===== src/rtl/dma_cmd_sequencer.sv =====
// dma_cmd_sequencer: buffers 25-bit command words in a small FIFO and issues
// them strictly in order, either to the processor (bit 24 = 0) or to the DMA
// engine via a HOLD/HLDA bus handshake (bit 24 = 1).
//
// Ports:
//   clock, reset            rising-edge clock, async active-high reset
//   cmd_valid/cmd_data      command offer; cmd_ready when FIFO has room
//   cpu_enable/cpu_instr    one-cycle issue pulse and held command word
//   cpu_done                processor finished current command
//   HOLD/HLDA               bus request / grant
//   dma_start/src/dst/len   one-cycle launch pulse and held DMA fields
//   dma_done                DMA transfer complete
//   busy, fifo_count        activity and FIFO occupancy
//   timeout_err/err_clr     sticky HLDA-timeout flag and its clear
module dma_cmd_sequencer #(
    parameter int unsigned FIFO_DEPTH   = 4,
    parameter int unsigned CNT_W        = 3,
    parameter int unsigned HLDA_TIMEOUT = 16
) (
    input  logic             clock,
    input  logic             reset,
    input  logic             cmd_valid,
    input  logic [24:0]      cmd_data,
    output logic             cmd_ready,
    output logic             cpu_enable,
    output logic [24:0]      cpu_instr,
    input  logic             cpu_done,
    output logic             HOLD,
    input  logic             HLDA,
    output logic             dma_start,
    output logic [7:0]       dma_src,
    output logic [7:0]       dma_dst,
    output logic [7:0]       dma_len,
    input  logic             dma_done,
    output logic             busy,
    output logic [CNT_W-1:0] fifo_count,
    output logic             timeout_err,
    input  logic             err_clr
);

    localparam int unsigned CMD_W = 25;
    localparam int unsigned PTR_W = (FIFO_DEPTH > 1) ? $clog2(FIFO_DEPTH) : 1;
    localparam int unsigned TMR_W = $clog2(HLDA_TIMEOUT + 1);

    localparam logic [2:0] ST_IDLE     = 3'd0;
    localparam logic [2:0] ST_CPU_RUN  = 3'd1;
    localparam logic [2:0] ST_HOLD_REQ = 3'd2;
    localparam logic [2:0] ST_DMA_RUN  = 3'd3;
    localparam logic [2:0] ST_RELEASE  = 3'd4;

    // FIFO storage and control
    logic [CMD_W-1:0] mem [FIFO_DEPTH];
    logic [PTR_W-1:0] wr_ptr;
    logic [PTR_W-1:0] rd_ptr;
    logic [CNT_W-1:0] count;
    logic [CMD_W-1:0] head;
    logic             push;
    logic             pop;

    // FSM state and next-state/output values
    logic [2:0]       state, state_nxt;
    logic [TMR_W-1:0] timer, timer_nxt;
    logic [23:0]      cmd_reg, cmd_reg_nxt;
    logic             hold_nxt;
    logic             cpu_enable_nxt;
    logic [24:0]      cpu_instr_nxt;
    logic             dma_start_nxt;
    logic [7:0]       dma_src_nxt, dma_dst_nxt, dma_len_nxt;
    logic             timeout_err_nxt;

    // A full FIFO refuses pushes even if the head pops on the same edge.
    assign cmd_ready  = (count < CNT_W'(FIFO_DEPTH));
    assign push       = cmd_valid && cmd_ready;
    assign head       = mem[rd_ptr];
    assign fifo_count = count;
    assign busy       = (state != ST_IDLE) || (count != '0);

    // FIFO pointers, occupancy and storage
    always_ff @(posedge clock or posedge reset) begin
        if (reset) begin
            wr_ptr <= '0;
            rd_ptr <= '0;
            count  <= '0;
        end else begin
            if (push) begin
                wr_ptr <= wr_ptr + PTR_W'(1);
            end
            if (pop) begin
                rd_ptr <= rd_ptr + PTR_W'(1);
            end
            if (push && !pop) begin
                count <= count + CNT_W'(1);
            end else if (pop && !push) begin
                count <= count - CNT_W'(1);
            end
        end
    end

    always_ff @(posedge clock) begin
        if (push) begin
            mem[wr_ptr] <= cmd_data;
        end
    end

    // State and registered outputs
    always_ff @(posedge clock or posedge reset) begin
        if (reset) begin
            state       <= ST_IDLE;
            timer       <= '0;
            cmd_reg     <= '0;
            HOLD        <= 1'b0;
            cpu_enable  <= 1'b0;
            cpu_instr   <= '0;
            dma_start   <= 1'b0;
            dma_src     <= '0;
            dma_dst     <= '0;
            dma_len     <= '0;
            timeout_err <= 1'b0;
        end else begin
            state       <= state_nxt;
            timer       <= timer_nxt;
            cmd_reg     <= cmd_reg_nxt;
            HOLD        <= hold_nxt;
            cpu_enable  <= cpu_enable_nxt;
            cpu_instr   <= cpu_instr_nxt;
            dma_start   <= dma_start_nxt;
            dma_src     <= dma_src_nxt;
            dma_dst     <= dma_dst_nxt;
            dma_len     <= dma_len_nxt;
            timeout_err <= timeout_err_nxt;
        end
    end

    // Next-state and output decode
    always_comb begin
        state_nxt       = state;
        timer_nxt       = timer;
        cmd_reg_nxt     = cmd_reg;
        hold_nxt        = HOLD;
        cpu_enable_nxt  = 1'b0;
        cpu_instr_nxt   = cpu_instr;
        dma_start_nxt   = 1'b0;
        dma_src_nxt     = dma_src;
        dma_dst_nxt     = dma_dst;
        dma_len_nxt     = dma_len;
        timeout_err_nxt = timeout_err;
        pop             = 1'b0;

        if (err_clr) begin
            timeout_err_nxt = 1'b0;
        end

        case (state)
            ST_IDLE: begin
                if (count != '0) begin
                    pop = 1'b1;
                    if (!head[24]) begin
                        cpu_instr_nxt  = head;
                        cpu_enable_nxt = 1'b1;
                        state_nxt      = ST_CPU_RUN;
                    end else if (head[7:0] != 8'd0) begin
                        cmd_reg_nxt = head[23:0];
                        hold_nxt    = 1'b1;
                        timer_nxt   = '0;
                        state_nxt   = ST_HOLD_REQ;
                    end
                    // zero-length DMA commands are popped and dropped
                end
            end
            ST_CPU_RUN: begin
                if (cpu_done) begin
                    state_nxt = ST_IDLE;
                end
            end
            ST_HOLD_REQ: begin
                // a grant on the final timer cycle still wins
                if (HLDA) begin
                    dma_src_nxt   = cmd_reg[23:16];
                    dma_dst_nxt   = cmd_reg[15:8];
                    dma_len_nxt   = cmd_reg[7:0];
                    dma_start_nxt = 1'b1;
                    state_nxt     = ST_DMA_RUN;
                end else if (timer == TMR_W'(HLDA_TIMEOUT - 1)) begin
                    hold_nxt        = 1'b0;
                    timeout_err_nxt = 1'b1;
                    state_nxt       = ST_IDLE;
                end else begin
                    timer_nxt = timer + TMR_W'(1);
                end
            end
            ST_DMA_RUN: begin
                if (dma_done) begin
                    hold_nxt  = 1'b0;
                    state_nxt = ST_RELEASE;
                end
            end
            ST_RELEASE: begin
                hold_nxt = 1'b0;
                if (!HLDA) begin
                    state_nxt = ST_IDLE;
                end
            end
            default: begin
                hold_nxt  = 1'b0;
                state_nxt = ST_IDLE;
            end
        endcase
    end

endmodule


===== config.mk =====
export PLATFORM = sky130hd
export DESIGN_NAME = dma_cmd_sequencer
export DESIGN_NICKNAME = d
export VERILOG_FILES = /design/src/rtl/dma_cmd_sequencer.sv
export SDC_FILE = /design/constraint.sdc
export NUM_CORES = 1
export LEC_CHECK = 0
export ABC_AREA = 1
export CAP_MARGIN = 20
export CELL_PAD_IN_SITES_DETAIL_PLACEMENT = 0
export CELL_PAD_IN_SITES_GLOBAL_PLACEMENT = 1
export CORE_MARGIN = 10
export CORE_UTILIZATION = 25
export CTS_CLUSTER_DIAMETER = 200
export CTS_CLUSTER_SIZE = 10
export DETAILED_ROUTE_END_ITERATION = 10
export PLACE_DENSITY = 0.47
export SETUP_SLACK_MARGIN = 0.5
export SLEW_MARGIN = 20
export SYNTH_ARGS = -nofsm -noshare
export SYNTH_HDL_FRONTEND = slang
export SYNTH_SLANG_ARGS = --single-unit

===== constraint.sdc =====
create_clock -name clock -period 7.2 [get_ports clock]
set_input_delay 1.8 -clock clock [delete_from_list [all_inputs] [get_ports clock]]
set_output_delay 1.8 -clock clock [all_outputs]
set_load 0.02 [all_outputs]

# Word-level counts from Yosys, hierarchy flattened
# Memories as Yosys holds them, arrays and structs flattened.
# Index checks and enable logic that the tools add are counted.
# W data, S select, Z words.
word_totals:
  register_bits: 91
  ram_bits: 100
  input_bits: 32
  output_inout_bits: 58
  wordCells: 94
  mem_count: 1
mem_list:
  columns: ["name", "words", "width", "rd", "rd_clocked_by_memory_dff", "wr", "line_no", "rtl"]
  rows:
  - ["mem", 4, 25, 1, 0, 1, "52", "logic [CMD_W-1:0] mem [FIFO_DEPTH];"]
classes:
  addsub: 5
  n_lt_le_gt_ge: 1
  eq_ne: 16
  n_mux: 37
  n_bitwise: 2
  reduce_logical: 18
op_table:
  columns: ["cell", "count"]
  rows:
  - ["$mux W3", 10]
  - ["$mux W5", 5]
  - ["$mux W1", 19]
  - ["$ne A2 B2 Y1 const B", 9]
  - ["$pmux W3 S5", 1]
  - ["$reduce_and A6 Y1", 2]
  - ["$pmux W5 S2", 1]
  - ["$reduce_bool A8 Y1", 1]
  - ["$reduce_and A7 Y1", 1]
  - ["$eq A3 B2 Y1 const B", 2]
  - ["$ne A3 B3 Y1 const B", 2]
  - ["$reduce_bool A3 Y1", 2]
  - ["$add A5 B1 Y5 const B", 1]
  - ["$eq A5 B4 Y1 const B", 1]
  - ["$add A2 B1 Y2 const B", 2]
  - ["$pmux W1 S4", 1]
  - ["$reduce_and A4 Y1", 1]
  - ["$reduce_bool A2 Y1", 2]
  - ["$add A3 B1 Y3 const B", 1]
  - ["$eq A3 B1 Y1 const B", 1]
  - ["$eq A3 B3 Y1 const B", 1]
  - ["$logic_and A1 B1 Y1", 3]
  - ["$logic_not A3 Y1", 1]
  - ["$lt A3 B3 Y1 const B", 1]
  - ["6 further kinds", 8]

# Logic depth before layout (Yosys ltp)
logic_depth:
  depth_word: 6
  ltp_mapped: 14
  ltp_nobuf: 11

# Least setup slack after synthesis
# No wires, ideal clock.
synth_path:
  path_type: "input to register"
  startpoint: "input cmd_valid"
  endpoint: "memory mem[0][0], enable pin"
  setup_time_ps: 407
  arrival_ps: 3016
  t_required_ps: 6793
  path_slack_ps: 3778
  stages: 2
  n_path_buf: 0
  cell_sequence: "nand2_1 > nor2_1"
synth_via:
  elab_chain_len: 3
synth_rtl:
  columns: ["element", "line_no", "rtl"]
  rows:
  - ["start, declared", "22", "input logic cmd_valid,"]
  - ["$logic_and A1 B1 Y1", "73", "assign push = cmd_valid && cmd_ready;"]
  - ["$mux W1", "100", "if (push) begin"]
  - ["$mux W1 (not written as such)", "101", "mem[wr_ptr] <= cmd_data;"]
  - ["end, declared", "52", null]
# No other way between the ends.

# Worst setup path after layout
layout_path:
  startpoint: "register count[0] (netlist: fifo_count[0])"
  endpoint: "output busy"
layout_via:
  elab_chain_len: 2
layout_rtl:
  columns: ["element", "line_no", "rtl"]
  rows:
  - ["start, declared", "55", "logic [CNT_W-1:0] count;"]
  - ["start signal, assigned", "92", "count <= count + CNT_W'(1);"]
  - ["start signal, assigned", "94", "count <= count - CNT_W'(1);"]
  - ["$reduce_bool A3 Y1", "76", "assign busy = (state != ST_IDLE) || (count != '0);"]
  - ["$logic_or A1 B1 Y1", "76", null]
  - ["end, declared", "35", "output logic busy,"]
# No other way between the ends.

==> impl_metrics.toml <==
[sta]
max_freq_mhz = 232
min_period_ns = 4.31
worstMarginPinSlew_ns = 0.960
slew_headroom_pct = 35.9
hold_viol = 0
holdWs_ns = 0.473
drv_slew = 0
rsz0062_at_grt = "false"
skew_ns = 0.0118
fin_crit_sh_pct = 59.9
final.setup.tns_ns = 0
setup_viol = 0

[place]
gp_congestion = 0.732
post-dp-hpwl_um = 12700
io_buffer_count = 88

[die]
num_rows = 63
core_region_area_mm2 = 0.0298
die_h_um = 194
die_x_um = 194
initial_core_util_pct = 25.5
dieArea_mm2 = 0.0377
io_pins = 90

[setup_path]
critPathArrivalTime_ns = 2.51
rr_startpoint = "rd_ptr[0]"
cp_num_buf_inv = 1
cp_top_family = "simple AND/OR/NAND/NOR gates"
cp-start-kind = "flip-flop"
crit_chain = "nor3_1 -> nand2_2 -> clkdlybuf4s50_1"
cpMaxStageDelayCell = "nor3_1"
critPathRequiredTime_ns = 5.40
slowest_delay_ns = 0.70
r2r.worst_path.cells = 10
cp-end-kind = "primary output"
r2r-end = "cmd_reg[3]"
path_class = "flip-flop to primary output"
regToRegSetupSlack_ns = 4.19
crit_fanout = 8

[power]
powerDensity_mw_per_mm2 = 470
p_leak_nw = 3.75
peakVddDrop_uv = 183

[logic_synthesis]
syn_inst = 672
netlist-cell-type-count = 35
yosysSeqAreaShare_pct = 69.6
avgSynthCellArea_um2 = 11.3
synthFlopType = "edfxtp_1"
ys_ff_latch = 191
netlist_area_mm2 = 0.00758
yosysWarnings = 0
synth_edf_count = 100
syn_nets = 712
async_flop_share_pct = 47.6

[finish]
fillers = 3018
mostFrequentLayoutCells = "195 x nand2_1, 100 x edfxtp_1, 91 x dfrtp_1"
layout.nets = 792
final_common_cell = "nand2_1"
antennaDiodeCount = 0
drive_above_1_share_pct = 6.67
synthToLayoutAreaGrowth_pct = 25.0
largest_reg_flops = 100

[min_path]
hold_end = "timer[3]"
whs_path_depth = 2
hp-start = "timer[3]"
hold_path.class = "flip-flop to flip-flop"

[route]
drt-wirelength-per-cell_um = 16.5
vias = 4891
vias_per_cell = 4.23
ant_nets = 0
firstDrtPassIters = 4
drt_wl_total_um = 19100
drt_iter0_drc = 250
drc = 0

[clock_tree]
cts_max_level = 4
cts_setup_buffers = 0
clk_latency_ns = 0.43
cts_sinks = 191
numCtsBuffers = 17
postCtsHoldBufs = 0
cts_root_buffer = "clkbuf_16"
clkTransAtPathRegs_ns = 0.07
cts_tree = "yes"
post_cts_resized = 0
cts_buffer_depth = 2

[grt]
gr-total-overflow = 0
grt_pass1_vias = 4906
grt_first_pass_wirelength_um = 29800
antenna_found_initial = 0
grt_max_degree = 56
gr-usage-all-layers_pct = 10.1

[run]
cap_violations = 0

[run_status]
status = "finished clean"
tightest hold or removal path, cell delays in order, from the launching register on:
cell and delay, ns:
dfrtp_1 0.35, nand2_1 0.05, nand2_1 0.04
Yosys cell counts (2+ instances only):
master	n	area (um2)
ha_1	7	87.6
o21ai_1	14	70.1
o22ai_1	16	100
edfxtp_1	100	3000
buf_6	9	101
buf_2	9	45.0
o21ai_0	47	235
nand4_1	5	31.3
inv_1	37	139
nor2_1	49	184
nand2_1	195	732
nor3_1	4	20.0
o21a_1	24	180
nand3_1	27	135
nand2_2	2	12.5
clkbuf_1	10	37.5
nor2_2	2	12.5
xor2_1	3	26.3
buf_4	2	15.0
a21oi_1	5	25.0
dfrtp_1	91	2280
stage by stage:
stage | cell area [um2] | util [%] | setup WS [ns] | total power [mW] | cells
3_3_place_gp | 8810 | 29.6 | 2.73 | 3.46 | 1122
3_5_place_dp | 8810 | 29.6 | 2.69 | 3.49 | 1122
2_1_floorplan | 7580 | - | 3.04 | 2.80 | 672
5_1_grt | 9480 | 31.8 | 2.69 | 4.78 | 1155
4_1_cts | 9450 | 31.7 | 2.77 | 4.51 | 1154
6_report | 9480 | 31.8 | 2.89 | 4.45 | 1155
kinds of logic after synthesis:
family | Yosys count | share of synthesized area [%]
buffers and inverters | 71 | 4.69
AOI/OAI and AO/OA | 108 | 8.27
muxes | 1 | 0.148
xor gates and xnor gates | 4 | 0.462
adders and majority gates | 8 | 1.42
other | 1 | 0.0494
and+or+nand+nor | 288 | 15.3
DFF | 191 | 69.6
routing by layer:
metal	wire length (um)	up-vias	track usage, %
met1	9560	2351	14.2
li1	-	2428	-
met5	0	-	0
met3	932	10	2.63
met4	172	0	3.15
met2	8410	102	15.0
power by group:
part	switching [mW]	internal, mW
combinational	1.12	0.650
clock	0.447	0.566
sequential	0.181	1.48
cell type report:
class / count / area (um2) / share of cell area, %
clock buffer: 17 / 425 / 4.49
clock inverter: 15 / 214 / 2.26
inverter: 40 / 155 / 1.64
multi-input combinational: 410 / 1990 / 20.9
sequential: 191 / 5280 / 55.7
tap: 390 / 488 / 5.15
timing repair buffer: 92 / 931 / 9.82
worst max-delay path by stage:
stage	start	endpoint	cells after the start
CTS	fifo_count[0]	busy	3
finish	fifo_count[0]	busy	3
floorplan	reset	HOLD	1
global placement	HLDA	state[1]	5
global route	fifo_count[0]	busy	3
detailed placement	HLDA	state[1]	5
Note: power is estimated with default switching activity, not from simulation.
